==> src/rtl/pmu_event_conditioner.sv <==
// -----------------------------------------------------------------------------
// pmu_event_conditioner
//
// Conditions raw core event levels before they reach the PMU event inputs.
// Each lane is registered once, debounced by a per-lane stability filter, and
// then reduced to a level or a one-cycle edge pulse according to its mode.
// Raw changes that vanish before the filter accepts them are counted as
// glitches in a shared saturating counter.
//
// Ports
//   clk_i         : clock, all state updates on its rising edge
//   rst_i         : asynchronous active-high reset
//   raw_events_i  : [N_EVENTS]   raw event levels, synchronous to clk_i
//   mode_i        : [2*N_EVENTS] per-lane mode at [2i+1:2i]
//                   00 off, 01 level, 10 rising edge, 11 falling edge
//   filter_thr_i  : [CNT_W]      cycles a change must persist (0 and 1 = none)
//   enable_i      : global output enable
//   clear_i       : synchronous clear of the glitch counter
//   events_o      : [N_EVENTS]   conditioned, registered events
//   glitch_cnt_o  : [GLITCH_W]   saturating count of cycles with a rejected glitch
// -----------------------------------------------------------------------------
module pmu_event_conditioner #(
  parameter int N_EVENTS = 19,
  parameter int CNT_W    = 4,
  parameter int GLITCH_W = 16
) (
  input  logic                  clk_i,
  input  logic                  rst_i,
  input  logic [N_EVENTS-1:0]   raw_events_i,
  input  logic [2*N_EVENTS-1:0] mode_i,
  input  logic [CNT_W-1:0]      filter_thr_i,
  input  logic                  enable_i,
  input  logic                  clear_i,
  output logic [N_EVENTS-1:0]   events_o,
  output logic [GLITCH_W-1:0]   glitch_cnt_o
);

  localparam logic [CNT_W-1:0]    CNT_ONE    = 1;
  localparam logic [GLITCH_W-1:0] GLITCH_ONE = 1;

  logic [N_EVENTS-1:0] raw_q,    raw_d;
  logic [N_EVENTS-1:0] filt_q,   filt_d;
  logic [N_EVENTS-1:0] prev_q,   prev_d;
  logic [N_EVENTS-1:0] events_q, events_d;
  logic [CNT_W-1:0]    cnt_q [N_EVENTS];
  logic [CNT_W-1:0]    cnt_d [N_EVENTS];
  logic [GLITCH_W-1:0] glitch_q, glitch_d;
  logic [N_EVENTS-1:0] glitch_lane;

  // Largest count still allowed before a pending change is accepted.
  // Threshold 0 and 1 both collapse to 0, i.e. accept on first disagreement.
  logic [CNT_W-1:0] limit;
  assign limit = (filter_thr_i == '0) ? '0 : (filter_thr_i - CNT_ONE);

  assign raw_d = raw_events_i;
  assign prev_d = filt_q;

  for (genvar gi = 0; gi < N_EVENTS; gi++) begin : g_lane
    logic [1:0]       lane_mode;
    logic             filt_n;
    logic             glitch_n;
    logic             event_n;
    logic [CNT_W-1:0] cnt_n;

    assign lane_mode = mode_i[2*gi +: 2];

    always_comb begin
      filt_n   = filt_q[gi];
      cnt_n    = cnt_q[gi];
      glitch_n = 1'b0;
      if (raw_q[gi] == filt_q[gi]) begin
        // Raw fell back to the accepted level: any partial count was a glitch.
        cnt_n    = '0;
        glitch_n = (cnt_q[gi] != '0);
      end else if (cnt_q[gi] >= limit) begin
        // ">=" so that a lowered threshold accepts immediately.
        filt_n = raw_q[gi];
        cnt_n  = '0;
      end else begin
        // cnt stays below limit here, so the increment cannot wrap.
        cnt_n = cnt_q[gi] + CNT_ONE;
      end
    end

    // Output uses the registered filt and the one-cycle-older prev, giving
    // edge pulses that are exactly one cycle wide and one register stage
    // after acceptance.
    always_comb begin
      event_n = 1'b0;
      if (enable_i) begin
        unique case (lane_mode)
          2'b00:   event_n = 1'b0;
          2'b01:   event_n = filt_q[gi];
          2'b10:   event_n = filt_q[gi] & ~prev_q[gi];
          default: event_n = ~filt_q[gi] & prev_q[gi];
        endcase
      end
    end

    assign filt_d[gi]      = filt_n;
    assign cnt_d[gi]       = cnt_n;
    assign glitch_lane[gi] = glitch_n;
    assign events_d[gi]    = event_n;
  end

  // One increment per cycle regardless of how many lanes glitched; clear wins.
  always_comb begin
    glitch_d = glitch_q;
    if (clear_i) begin
      glitch_d = '0;
    end else if ((|glitch_lane) && (glitch_q != '1)) begin
      glitch_d = glitch_q + GLITCH_ONE;
    end
  end

  always_ff @(posedge clk_i or posedge rst_i) begin
    if (rst_i) begin
      raw_q    <= '0;
      filt_q   <= '0;
      prev_q   <= '0;
      events_q <= '0;
      glitch_q <= '0;
      for (int i = 0; i < N_EVENTS; i++) begin
        cnt_q[i] <= '0;
      end
    end else begin
      raw_q    <= raw_d;
      filt_q   <= filt_d;
      prev_q   <= prev_d;
      events_q <= events_d;
      glitch_q <= glitch_d;
      for (int i = 0; i < N_EVENTS; i++) begin
        cnt_q[i] <= cnt_d[i];
      end
    end
  end

  assign events_o     = events_q;
  assign glitch_cnt_o = glitch_q;

endmodule

==> config.mk <==
export PLATFORM = sky130hd
export DESIGN_NAME = pmu_event_conditioner
export DESIGN_NICKNAME = d
export VERILOG_FILES = /design/src/rtl/pmu_event_conditioner.sv
export SDC_FILE = /design/constraint.sdc
export NUM_CORES = 1
export LEC_CHECK = 0
export CORE_MARGIN = 8
export CORE_UTILIZATION = 25
export DETAILED_ROUTE_END_ITERATION = 12
export PLACE_DENSITY_LB_ADDON = 0.05
export SLEW_MARGIN = 30
export SYNTH_ARGS = -nofsm -noshare
export SYNTH_HDL_FRONTEND = slang
export SYNTH_SLANG_ARGS = --single-unit
==> constraint.sdc <==
create_clock -name clk_i -period 14.1 [get_ports clk_i]
set_input_delay 2.115 -clock clk_i [delete_from_list [all_inputs] [get_ports clk_i]]
set_output_delay 2.115 -clock clk_i [all_outputs]
set_load 0.02 [all_outputs]
==> run_results.csv <==
group,metric,value,unit
cts,numCtsBuffers,17,
global_route,grtUsageTotal,0.104,
cts,cts_tree,"done",
cts,clk_pin_slew,0.06,ns
final_layout,syn_to_final_growth,24.3,%
placed_design,gp_congestion,0.697,
worst_setup_path,cp_slowest_cell,"clkdlybuf4s50_1",
floorplanning,num_rows,69,
synth,ys_seq_area_frac,0.468,
synth,synth-seq-cells,168,
min_path,hold_end,"prev_q[6]",
final_layout,antenna_cells,0,
timing,rsz0062_at_grt,"false",
synth,synth_edf_count,0,
routing,drc,0,
floorplanning,dieArea,0.0422,sq mm
cts,cts_sinks,168,
routing,routed_via_density,4.29,
global_route,grt_max_degree,63,
timing,period_needed,4.34,ns
routing,wirelength,20.7,mm
floorplanning,num_io_pins,100,
global_route,antenna_found_initial,0,
synth,yosysWarnings,0,
synth,yosys.area.top_type,"dfrtp_1",
worst_setup_path,cp_data_arrival_time,4.65,ns
synth,syn_inst,832,
floorplanning,start_util,0.253,
synth,syn_area_per_cell,10.8,sq um
worst_setup_path,reg2reg_to,"glitch_cnt_o[6]",
global_route,grt_pass1_vias,6464,
timing,drv_slew,0,
synth,syn-num-nets,1012,
synth,synthTopCellsByArea,"dfrtp_1 47%, ha_1 16%, xor2_1 3.7%",
worst_setup_path,reg2regPathDepth,8,
routing,drt_iter0_drc,170,
placed_design,dpl-instance-area,0.0106,sq mm
min_path,min_path_type,"reg2reg",
synth,syn_area,0.00897,sq mm
synth,synthTopCellsByCount,"168 x dfrtp_1, 115 x ha_1, 74 x nor2_1",
worst_setup_path,regToRegStartpoint,"cnt_q[36]",
worst_setup_path,cp.required,14.41,ns
routing,firstDrtPassIters,4,
timing,maxSlewHeadroom,0.355,
timing,fin_crit_sh,0.308,
final_layout,drive_above_1_share,0.0738,
timing,finalSetupViolCount,0,
placed_design,dp_cells,1391,
cts,cts.repair.resized,0,
final_layout,design_area,0.0112,sq mm
synth,synth_most_common_cell,"dfrtp_1",
synth,yosysTopAreaCellShare,0.468,
cts,worstSkewPairLatency,0.43,ns
cts,cts_root_buffer,"clkbuf_16",
cts,clockBufferDepth,2,
timing,tightestPinTransition,0.968,ns
run_status,outcome,"finished, final reports clean",
global_route,grt_pass1_wl,34.8,mm
worst_setup_path,critical-path-max-stage-delay,0.59,ns
routing,ant_nets,0,
worst_setup_path,critPathMaxFanout,19,
worst_setup_path,cpMostUsedCell,"a21o_1",
power,vdd_ir_drop_max,0.0881,mV
worst_setup_path,reg2reg_slack,11.10,ns
power,leakage,5.15,nW
final_layout,nets,1129,
worst_setup_path,cp-end-kind,"register",
synth,synth_flop_cell,"dfrtp_1",
routing,wire_per_inst,14.6,microns
floorplanning,coreArea,0.0355,sq mm
synth,async_flop_share,1.00,
power,pwr_density_cell,163,mW/mm^2
synth,synth_cell_type_count,39,
cts,cts_setup_buffers,0,
timing,maxClockFrequency,231,MHz
timing,final-hold-violation-count,0,
floorplanning,die_x,205,microns
worst_setup_path,crit_type,"in2reg",
placed_design,io_buffers,99,
job,maxCapViolations,0,
worst_setup_path,crit_chain,"clkdlybuf4s50_1 > nor2_1 > o21a_1 > a21oi_2 > buf_4 > ha_1 > a21o_1 > a21o_1 > a21oi_1 > mux2_2",
worst_setup_path,crit_path_start_kind,"primary input",
min_path,min_from,"filt_q[6]",
timing,setup_tns,0,ns
min_path,holdPathStages,0,
final_layout,instances_no_fill,1423,
cts,ctsHoldBuffers,0,
routing,via_count,6109,
placed_design,dp_hpwl,14.6,mm
cts,h-tree-depth,4,
floorplanning,fp.dieH,205,microns
timing,skew,0.00892,ns
global_route,overflow,0,
per-layer routing:
layer  GRT usage  vias up  part of all wire
li1            -     3123                 -
met3      0.0250        8             0.029
met4      0.0299        0            0.0093
met1       0.138     2899              0.50
met5           0        -                 0
met2       0.167       79              0.46
cell type report:
cell class                      instances  area (sq um)
Clock buffer                           20           457
Clock inverter                         12           126
Fill cell                            3610         24300
Inverter                               40           155
Multi-Input combinational cell        617          4590
Sequential cell                       168          4200
Tap cell                              461           577
Timing Repair Buffer                  105          1050
through the flow:
stage / hold slack, ns / power [mW] / setup slack [ns] / utilization
2_1_floorplan: 0.415 / 1.16 / 7.44 / -
3_3_place_gp: 0.446 / 1.38 / 9.31 / 0.297
3_5_place_dp: 0.449 / 1.38 / 9.28 / 0.298
4_1_cts: 0.466 / 1.87 / 9.77 / 0.314
5_1_grt: 0.482 / 2.00 / 9.58 / 0.314
6_report: 0.458 / 1.82 / 9.76 / 0.314
registers in the layout (all words and copies together), names as in the netlist:
register      flops
events_o         19
raw_q            19
prev_q           19
glitch_cnt_o     16
cnt_q            76
filt_q           19
critical path, delay by kind of cell:
family,cells,cell delay [ns]
adders and majority gates,1,0.30
AOI/OAI and AO/OA,5,0.82
buffers and inverters,2,0.93
muxes,1,0.37
and+or+nand+nor,1,0.11
how the worst max path moves through the flow:
stage,startpoint,cells past startpoint,endpoint
4_1_cts,filter_thr_i[0],10,filt_q[13]
3_5_place_dp,filter_thr_i[0],10,filt_q[13]
6_report,filter_thr_i[1],10,filt_q[14]
2_1_floorplan,rst_i,1,cnt_q[0]
3_3_place_gp,filter_thr_i[0],10,filt_q[14]
5_1_grt,filter_thr_i[0],10,filt_q[13]
cells in the final DEF (no fill, tap or decap), drive strengths merged, types with 27 or more instances in the layout:
cell type / n
clkdlybuf4s50: 98
nor2: 77
ha: 115
dfrtp: 168
nand2: 31
nor3b: 27
o21ai: 41
nand3: 42
a21o: 38
xor2: 38
a21oi: 42
inv: 39
cells by family after synthesis:
logic type / share of synthesized area
muxes: 0.0312
AOI/OAI and AO/OA: 0.0920
and+or+nand+nor: 0.170
adders and majority gates: 0.160
buffers and inverters: 0.0226
DFF: 0.468
xor gates and xnor gates: 0.0556
power breakdown:
group	switching, mW	leakage, nW	internal (mW)
clock network	0.201	0.286	0.270
logic	0.297	2.69	0.297
registers	0.136	2.17	0.616
total	0.635	5.15	1.18
(Power assumes the default switching activity.)
